$ cat src/rtl/fifo_rd_stream_pkg.sv
// Shared definitions for the FIFO read-side drain engine.
//   FIFO_WIDTH : default data width, matching the async_fifo word width
//   BUF_DEPTH  : number of words the stream-side buffer can hold
//   calc_space : free buffer slots once this cycle's fire is accounted for
package fifo_rd_stream_pkg;

  localparam int FIFO_WIDTH = 16;
  localparam int BUF_DEPTH  = 2;

  // occ + infl never exceeds BUF_DEPTH, so the subtraction cannot underflow.
  function automatic logic [2:0] calc_space(input logic [1:0] occ,
                                            input logic       infl,
                                            input logic       fire);
    return 3'(BUF_DEPTH) - {1'b0, occ} - {2'b00, infl} + {2'b00, fire};
  endfunction

endpackage

$ cat src/rtl/fifo_skid_buf.sv
// Two-entry ordered buffer sitting between the FIFO read data and the stream.
//   i_clk, i_rst_n : clock, asynchronous active-low reset
//   i_wr_en        : enqueue i_wr_data behind the current contents
//   i_wr_data      : word to enqueue
//   i_rd_en        : drop the head word (ignored when empty)
//   o_head_data    : oldest buffered word
//   o_occ          : number of buffered words (0..2)
module fifo_skid_buf
  import fifo_rd_stream_pkg::*;
#(
  parameter int WIDTH = FIFO_WIDTH
) (
  input  logic             i_clk,
  input  logic             i_rst_n,
  input  logic             i_wr_en,
  input  logic [WIDTH-1:0] i_wr_data,
  input  logic             i_rd_en,
  output logic [WIDTH-1:0] o_head_data,
  output logic [1:0]       o_occ
);

  logic [WIDTH-1:0] slot0_q;
  logic [WIDTH-1:0] slot1_q;
  logic [1:0]       occ_q;
  logic             do_rd;

  assign do_rd       = i_rd_en & (occ_q != 2'd0);
  assign o_head_data = slot0_q;
  assign o_occ       = occ_q;

  // slot0 is always the head; slot1 is the write slot behind it.
  always_ff @(posedge i_clk or negedge i_rst_n) begin
    if (!i_rst_n) begin
      occ_q   <= 2'd0;
      slot0_q <= '0;
      slot1_q <= '0;
    end else begin
      occ_q <= occ_q + 2'(i_wr_en) - 2'(do_rd);
      case ({i_wr_en, do_rd})
        2'b10: begin
          if (occ_q == 2'd0) slot0_q <= i_wr_data;
          else               slot1_q <= i_wr_data;
        end
        2'b01: slot0_q <= slot1_q;
        2'b11: begin
          // Head leaves while a word arrives: occupancy is unchanged.
          if (occ_q == 2'd1) begin
            slot0_q <= i_wr_data;
          end else begin
            slot0_q <= slot1_q;
            slot1_q <= i_wr_data;
          end
        end
        default: ;
      endcase
    end
  end

endmodule

$ cat src/rtl/fifo_rd_stream.sv
// Read-side drain engine for async_fifo: pops the FIFO read port and turns
// the registered read data into a valid/ready stream.
//   i_clk, i_rst_n : read-domain clock, asynchronous active-low reset
//   i_en           : allow new pops (buffered words drain regardless)
//   i_empty        : FIFO empty flag
//   o_pop          : FIFO pop strobe
//   i_rdata        : FIFO read data, valid the cycle after o_pop
//   o_valid/o_data : stream word, held while i_ready is low
//   i_ready        : consumer accept
//   o_level        : words held in the buffer (0..2)
//   o_rd_cnt       : words delivered since reset, wraps silently
module fifo_rd_stream
  import fifo_rd_stream_pkg::*;
#(
  parameter int WIDTH = FIFO_WIDTH,
  parameter int CNT_W = 16
) (
  input  logic             i_clk,
  input  logic             i_rst_n,
  input  logic             i_en,
  input  logic             i_empty,
  output logic             o_pop,
  input  logic [WIDTH-1:0] i_rdata,
  output logic             o_valid,
  output logic [WIDTH-1:0] o_data,
  input  logic             i_ready,
  output logic [1:0]       o_level,
  output logic [CNT_W-1:0] o_rd_cnt
);

  logic       infl_p0;
  logic       fire;
  logic [1:0] occ;
  logic [2:0] space;

  assign o_valid = (occ != 2'd0);
  assign fire    = o_valid & i_ready;
  assign o_level = occ;

  // A word leaving this cycle frees its slot for a pop issued this cycle,
  // which is what sustains one word per clock under continuous ready.
  assign space = calc_space(occ, infl_p0, fire);
  assign o_pop = i_rst_n & i_en & ~i_empty & (space != 3'd0);

  // Stage p0: pop issued last cycle, its read data is on i_rdata now.
  always_ff @(posedge i_clk or negedge i_rst_n) begin
    if (!i_rst_n) begin
      infl_p0  <= 1'b0;
      o_rd_cnt <= '0;
    end else begin
      infl_p0  <= o_pop;
      o_rd_cnt <= o_rd_cnt + CNT_W'(fire);
    end
  end

  // Stage p1: captured words are presented from the buffer head (no bypass).
  fifo_skid_buf #(
    .WIDTH (WIDTH)
  ) u_buf (
    .i_clk       (i_clk),
    .i_rst_n     (i_rst_n),
    .i_wr_en     (infl_p0),
    .i_wr_data   (i_rdata),
    .i_rd_en     (fire),
    .o_head_data (o_data),
    .o_occ       (occ)
  );

  a_no_overcommit: assert property (@(posedge i_clk) disable iff (!i_rst_n)
    !((occ == 2'd2) && infl_p0) && (occ != 2'd3));

endmodule
$ cat config.mk
export PLATFORM = sky130hd
export DESIGN_NAME = fifo_rd_stream
export DESIGN_NICKNAME = d
export VERILOG_FILES = /design/src/rtl/fifo_rd_stream_pkg.sv /design/src/rtl/fifo_skid_buf.sv /design/src/rtl/fifo_rd_stream.sv
export SDC_FILE = /design/constraint.sdc
export NUM_CORES = 1
export LEC_CHECK = 0
export CAP_MARGIN = 40
export CORE_ASPECT_RATIO = 1.5
export CORE_MARGIN = 2
export CORE_UTILIZATION = 53
export CTS_BUF_LIST = sky130_fd_sc_hd__clkbuf_8
export CTS_CLUSTER_DIAMETER = 100
export DETAILED_ROUTE_END_ITERATION = 12
export GPL_TIMING_DRIVEN = 0
export PLACE_DENSITY = 0.86
export SLEW_MARGIN = 40
export SYNTH_ARGS = -nofsm -noshare
export SYNTH_HDL_FRONTEND = slang
export SYNTH_HIERARCHICAL = 1
export SYNTH_SLANG_ARGS = --single-unit
export TNS_END_PERCENT = 20
$ cat constraint.sdc
create_clock -name i_clk -period 2.4 [get_ports i_clk]
set_input_delay 0.48 -clock i_clk [delete_from_list [all_inputs] [get_ports i_clk]]
set_output_delay 0.48 -clock i_clk [all_outputs]
set_load 0.05 [all_outputs]
; Word level (Yosys, flattened, before mapping)
; Cells that the tools add are included.
[totals]
register_bits = 51
input_bits = 21
out_inout_bits = 36
wordCells = 37
[op_classes]
addsub = 6
eq_ne = 7
mux = 6
n_bitwise = 6
n_reduce_logical = 7
[op_table]
columns = op, count
row1 = $mux 16, 4
row2 = $pmux 16 s3, 1
row3 = $pmux 16 s2, 1
row4 = $add 16x1->16, 1
row5 = $reduce_bool 3->1, 2
row6 = $and 1x1->1, 5
row7 = $eq 2x1->1 const B, 2
row8 = $eq 2x2->1 const B, 2
row9 = $ne 2x2->1 const B, 2
row10 = $reduce_bool 2->1, 2
row11 = $add 3x1->3, 1
row12 = $reduce_and 3->1, 1
row13 = $sub 2x2->3 const A, 1
row14 = $sub 3x1->3, 1
row15 = $add 2x1->2, 1
row16 = $logic_not 2->1, 1
row17 = $ne 2x1->1 const B, 1
row18 = $reduce_and 2->1, 1
row19 = $sub 2x1->2, 1
row20 = $not 1->1, 1

; Depth between registers and ports, before layout
[logic_depth]
ltp_word = 6
ltp_mapped = 9

; Modules after synthesis
; The synthesis kept the hierarchy.
[by_module_without_submodules]
columns = mod, n_inst, cells_each, area_per_inst_um2, seq_area_each_um2
row1 = fifo_skid_buf, 1, 179, 1973.1, 850.8
row2 = fifo_rd_stream, 1, 69, 809.5, 425.4

; Worst setup path after synthesis
; Ideal clock, no wire load.
[synth_timing]
kind = reg2out
start = reg u_buf.occ_q[1] (netlist: u_buf/o_occ[1])
end = out o_pop
arrival_ns = 3.105
slack_ns = -1.185
stages_incl_launch_ff = 8
n_path_buf = 0
path_cell_list = dfrtp_1 > or2_2 > nand2_1 > fa_1 > ha_1 > nand2_1 > nor2_1 > nor3_1
[synth_between]
elab_chain_cells = 5
word_cells_on_any_way = 7
classes_between = add/sub (3) / bitwise (2) / reduce/logical (2)
[synth_lines]
columns = item, line
row1 = start: declaration, fifo_skid_buf.sv:24  ; logic [1:0] occ_q;
row2 = start signal: assignment, fifo_skid_buf.sv:38  ; occ_q <= occ_q + 2'(i_wr_en) - 2'(do_rd);
row3 = $reduce_bool 2->1, fifo_rd_stream.sv:36  ; assign o_valid = (occ != 2'd0);
row4 = net o_valid, fifo_rd_stream.sv:24  ; output logic o_valid,
row5 = $and 1x1->1, fifo_rd_stream.sv:37  ; assign fire = o_valid & i_ready;
row6 = $add 3x1->3, fifo_rd_stream_pkg.sv:14  ; return 3'(BUF_DEPTH) - {1'b0, occ} - {2'b00, infl} + {2'b00, fire};
row7 = $reduce_bool 3->1, fifo_rd_stream.sv:43  ; assign o_pop = i_rst_n & i_en & ~i_empty & (space != 3'd0);
row8 = $and 1x1->1, fifo_rd_stream.sv:43
row9 = end: declaration, fifo_rd_stream.sv:22  ; output logic o_pop,
; The timed path passes the listed nets, and every way through them passes these cells.

; Worst setup path after layout
[layout_timing]
start = reg u_buf.occ_q[1] (netlist: u_buf/o_occ[1])
end = out o_pop
[layout_between]
elab_chain_cells = 5
word_cells_on_any_way = 7
classes_between = add/sub (3) / bitwise (2) / reduce/logical (2)
[layout_lines]
columns = item, line
row1 = $sub 2x2->3 or $reduce_bool 2->1 (tied branches), "fifo_rd_stream_pkg.sv:14, fifo_rd_stream.sv:36"
row2 = $sub 3x1->3 or $and 1x1->1 (tied branches), "fifo_rd_stream_pkg.sv:14, fifo_rd_stream.sv:37"
row3 = $add 3x1->3 (*), fifo_rd_stream_pkg.sv:14
row4 = $reduce_bool 3->1 (*), fifo_rd_stream.sv:43
row5 = $and 1x1->1 (*), fifo_rd_stream.sv:43
; Every way passes the cells marked *; elsewhere a longest branch is shown, timed or not.

==> impl_metrics.prom <==
# TYPE chip_impl_metric gauge
chip_impl_metric{name="layout.area.seq",unit="sq um"} 1280
chip_impl_metric{name="synthXorXnorAreaFrac",unit=""} 0.0472
chip_impl_metric{name="ys_seq_area_frac",unit=""} 0.459
chip_impl_info{name="critPathLaunch",value="u_buf/o_occ[1]"} 1
chip_impl_metric{name="critical-path-max-stage-delay",unit="ns"} 0.48
chip_impl_metric{name="post_drt_wl_per_cell",unit="um"} 17.4
chip_impl_metric{name="ff2ff_path_depth",unit=""} 10
chip_impl_metric{name="grt_antenna_before_repair",unit=""} 0
chip_impl_metric{name="syn_inst_count",unit=""} 248
chip_impl_info{name="mostFrequentLayoutCell",value="sky130_fd_sc_hd__clkdlybuf4s50_1"} 1
chip_impl_info{name="failed_checks",value="setup timing"} 1
chip_impl_metric{name="grt_pass1_wl",unit="um"} 11100
chip_impl_metric{name="fin_crit_sh",unit=""} 1.05
chip_impl_metric{name="post_drt_via_cell_ratio",unit=""} 5.85
chip_impl_metric{name="maximum_clock_insertion_buffer_count",unit=""} 2
chip_impl_metric{name="row_count",unit=""} 32
chip_impl_info{name="start_kind",value="register"} 1
chip_impl_metric{name="post_synth_instance_area",unit="sq um"} 2780
chip_impl_info{name="critPathSlowestCell",value="sky130_fd_sc_hd__dfrtp_4"} 1
chip_impl_metric{name="drv_cap",unit=""} 0
chip_impl_metric{name="critical_path.n_buffers_inverters",unit=""} 1
chip_impl_metric{name="slew_headroom",unit=""} 0.648
chip_impl_metric{name="grt.overflow.total",unit=""} 0
chip_impl_metric{name="vdd_ir_drop_max",unit="V"} 0.000892
chip_impl_metric{name="m1WireLength",unit="um"} 2690
chip_impl_metric{name="placement.setup.worst_slack",unit="ns"} -0.823
chip_impl_metric{name="met2WireLength",unit="um"} 3590
chip_impl_info{name="timing.critical_path.mode_cell",value="sky130_fd_sc_hd__nand2_4"} 1
chip_impl_metric{name="power",unit="mW"} 4.60
chip_impl_info{name="capture_point_of_the_worst_reg_to_reg_path",value="u_buf/o_occ[1]"} 1
chip_impl_metric{name="portion_of_netlist_area_occupied_by_mux_cells",unit=""} 0.125
chip_impl_metric{name="power_per_cell_area",unit="nW/um^2"} 1250
chip_impl_metric{name="io_pins",unit=""} 57
chip_impl_metric{name="final_layout_size_suffix_gt1_frac",unit=""} 0.247
chip_impl_metric{name="synthDominantCellAreaShare",unit=""} 0.459
chip_impl_info{name="final_cell_mix",value="53 x sky130_fd_sc_hd__clkdlybuf4s50_1, 49 x sky130_fd_sc_hd__dfrtp_1, 29 x sky130_fd_sc_hd__nand3_1, 29 x sky130_fd_sc_hd__mux2_2"} 1
chip_impl_metric{name="cts.sink_count",unit=""} 51
chip_impl_info{name="cts_tree",value="built"} 1
chip_impl_metric{name="die_area",unit="sq um"} 5860
chip_impl_metric{name="multi_input_area",unit="sq um"} 1420
chip_impl_info{name="synth_top_family_by_area",value="simple AND/OR/NAND/NOR gates"} 1
chip_impl_metric{name="ys_warn_count",unit=""} 6
chip_impl_metric{name="r2r_slack",unit="ns"} 0.20
chip_impl_info{name="min-delay-path-class",value="reg -> reg"} 1
chip_impl_metric{name="drt_wl_total",unit="um"} 6740
chip_impl_metric{name="clock_latency",unit="ns"} 0.31
chip_impl_metric{name="fill_cells",unit=""} 369
chip_impl_metric{name="core",unit="sq um"} 5080
chip_impl_metric{name="clk_pin_slew",unit="ns"} 0.09
chip_impl_metric{name="finalClockSkew",unit="ns"} 0.00842
chip_impl_metric{name="timing.hold.ws",unit="ns"} 0.485
chip_impl_metric{name="total_number_of_cells_along_the_worst_setup_path",unit=""} 7
chip_impl_metric{name="finalNetCount",unit=""} 345
chip_impl_info{name="worst_r2r_startpoint",value="u_buf/o_occ[0]"} 1
chip_impl_metric{name="static-leakage-power",unit="nW"} 1.67
chip_impl_metric{name="maxSlewViolCount",unit=""} 0
chip_impl_metric{name="drt_pass1_iterations",unit=""} 4
chip_impl_metric{name="layoutNonFillerInstCount",unit=""} 388
chip_impl_metric{name="grt_start_max_net_pins",unit=""} 43
chip_impl_metric{name="routabilityCongestion",unit=""} 0.810
chip_impl_metric{name="post-dp-hpwl",unit="um"} 4660
chip_impl_metric{name="area_grow_syn2layout",unit="%"} 32.3
chip_impl_info{name="clock_root_buffer",value="sky130_fd_sc_hd__clkbuf_8"} 1
chip_impl_metric{name="cp.required",unit="ns"} 1.92
chip_impl_info{name="worstPathCellList",value="or2_4 -> nand2_4 -> fa_2 -> nand2_4 -> nor2_4 -> nor3_4 -> buf_6"} 1
chip_impl_metric{name="io_buffer_count",unit=""} 56
chip_impl_metric{name="dp_area",unit="sq um"} 3490
chip_impl_metric{name="max_freq",unit="GHz"} 0.397
chip_impl_metric{name="track_usage",unit=""} 0.243
chip_impl_metric{name="drt_iter0_markers",unit=""} 136
chip_impl_info{name="top_layer_used",value="met4"} 1
chip_impl_metric{name="timing.final.crit_period",unit="ns"} 2.52
chip_impl_metric{name="worst_slew_pin_slew",unit="ns"} 0.527
chip_impl_metric{name="start_util",unit=""} 0.547
chip_impl_metric{name="post_synth_num_cell_types",unit=""} 43
chip_impl_metric{name="residual_drc_count",unit=""} 0
chip_impl_metric{name="total_length_of_routed_met3_wires",unit="um"} 308
chip_impl_metric{name="h-tree-depth",unit=""} 2
chip_impl_metric{name="synth_seq_cells",unit=""} 51
chip_impl_metric{name="fin_ws",unit="ns"} -0.118
chip_impl_metric{name="die_w",unit="um"} 63.2
chip_impl_info{name="crit_path_end_kind",value="output port"} 1
chip_impl_metric{name="antenna-diode-count",unit=""} 0
chip_impl_metric{name="numPlacedInstances",unit=""} 373
chip_impl_info{name="critical_path.top_delay_family",value="simple AND/OR/NAND/NOR gates"} 1
chip_impl_info{name="crit_type",value="reg -> out"} 1
chip_impl_metric{name="critPathMaxFanout",unit=""} 2
chip_impl_metric{name="wp_data_arrival",unit="ns"} 2.04
chip_impl_metric{name="area_share_of_and_or_nand_nor_cells_after_synthesis",unit=""} 0.193
chip_impl_metric{name="final_design_area_no_fill",unit="sq um"} 3680
chip_impl_info{name="status",value="finished with violations"} 1
chip_impl_metric{name="ant_nets",unit=""} 0
chip_impl_metric{name="post_synth.cell_area_avg",unit="sq um"} 11.2
chip_impl_info{name="setup_repair_after_global_routing_missed_its_margin",value="true"} 1
chip_impl_metric{name="synthesis.nets",unit=""} 274
chip_impl_metric{name="first_global_vias",unit=""} 2357
chip_impl_info{name="synth.top_cells.by_area",value="sky130_fd_sc_hd__dfrtp_1 46%, sky130_fd_sc_hd__mux2_2 12%, sky130_fd_sc_hd__nand3_1 5.2%"} 1
chip_impl_metric{name="cts_buffer_count",unit=""} 5
chip_impl_metric{name="timing.final.hold_violations",unit=""} 0
chip_impl_info{name="worst_hold_startpoint",value="o_rd_cnt[15]"} 1
chip_impl_info{name="post-synth-top-area-cell",value="sky130_fd_sc_hd__dfrtp_1"} 1
chip_impl_metric{name="synth-adder-area-share",unit=""} 0.0252
chip_impl_metric{name="dr_total_vias",unit=""} 2270
chip_impl_info{name="setup.worst_path.end",value="o_pop"} 1
chip_impl_metric{name="dieHeight",unit="um"} 92.7
chip_impl_metric{name="setup_viol",unit=""} 1
chip_impl_metric{name="synth_compound_area_frac",unit=""} 0.101
## cells in the mapped netlist, drive strengths merged
| cell | n |
|---|---|
| and2b | 1 |
| a221oi | 2 |
| o2111a | 1 |
| nor3 | 6 |
| o22ai | 2 |
| nand2b | 3 |
| or2 | 1 |
| a32oi | 1 |
| and2 | 1 |
| a31oi | 13 |
| nor4 | 6 |
| nor2 | 3 |
| xor2 | 8 |
| mux2 | 29 |
| a21o | 2 |
| and3b | 13 |
| o21ai | 4 |
| a22oi | 12 |
| mux2i | 2 |
| xnor2 | 7 |
| nor3b | 1 |
| and4 | 1 |
| ha | 4 |
| nand4 | 5 |
| clkbuf | 4 |
| dfrtp | 51 |
| nand3 | 30 |
| fa | 1 |
| inv | 6 |
| nor2b | 3 |
| nand3b | 1 |
| nand2 | 10 |
| buf | 14 |
## layer usage
layer / vias to the layer above / track usage
li1: 1052 / -
met1: 1135 / 0.272
met2: 69 / 0.438
met3: 14 / 0.0510
met4: 0 / 0.104
met5: - / 0
## registers in the layout, indices dropped and copies added, names as in the netlist
name               cells
infl_p0                1
o_rd_cnt              16
u_buf/o_head_data     16
u_buf/o_occ            2
u_buf/slot1_q         16
## kinds of logic after synthesis
| logic type | Yosys count |
|---|---|
| simple gates | 85 |
| xor+xnor | 15 |
| buf+inv | 24 |
| mux | 31 |
| compound gates | 37 |
| flops | 51 |
| fa+ha+maj | 5 |
## area by class of cell
type | instances | share of cell area
clock inverters | 2 | 0.00952
repair buffers | 64 | 0.173
clock buffers | 6 | 0.0224
inverters | 6 | 0.00612
well taps | 68 | 0.0231
plain buffers | 18 | 0.0326
flip-flops and latches | 51 | 0.348
multi-input cells | 173 | 0.385
## how the worst min path moves through the flow
stage,endpoint,slack [ns],depth (start not counted)
floorplan,infl_p0,0.18,0
global placement,o_rd_cnt[15],0.46,1
detailed placement,u_buf/slot1_q[8],0.33,1
CTS,o_rd_cnt[15],0.48,1
global route,o_rd_cnt[15],0.49,1
finish,o_rd_cnt[15],0.48,1
## repair_timing
item / in CTS / in global routing
cloned: 0 / 0
endpoints found under the hold margin: 9 / 0
setup buffers: 3 / 3
hold buffers: 1 / 0
resized for setup: 8 / 4
setup endpoints to repair: 1 / 2
pin swaps: 5 / 5
## stage by stage
stage	util	setup TNS, ns
after floorplan	-	-0.167
after global placement	0.682	-38.86
after detailed placement	0.686	-1.01
after CTS	0.717	-0.0826
after global routing	0.724	-0.184
final	0.724	-0.118
## power by group
group          total [mW]  leakage, nW  internal (mW)  switching (mW)
sequential           1.45        0.636           1.17           0.277
clock               0.618       0.0612          0.338           0.280
combinational        2.53        0.973           1.06            1.47
(Power assumes the default switching activity.)
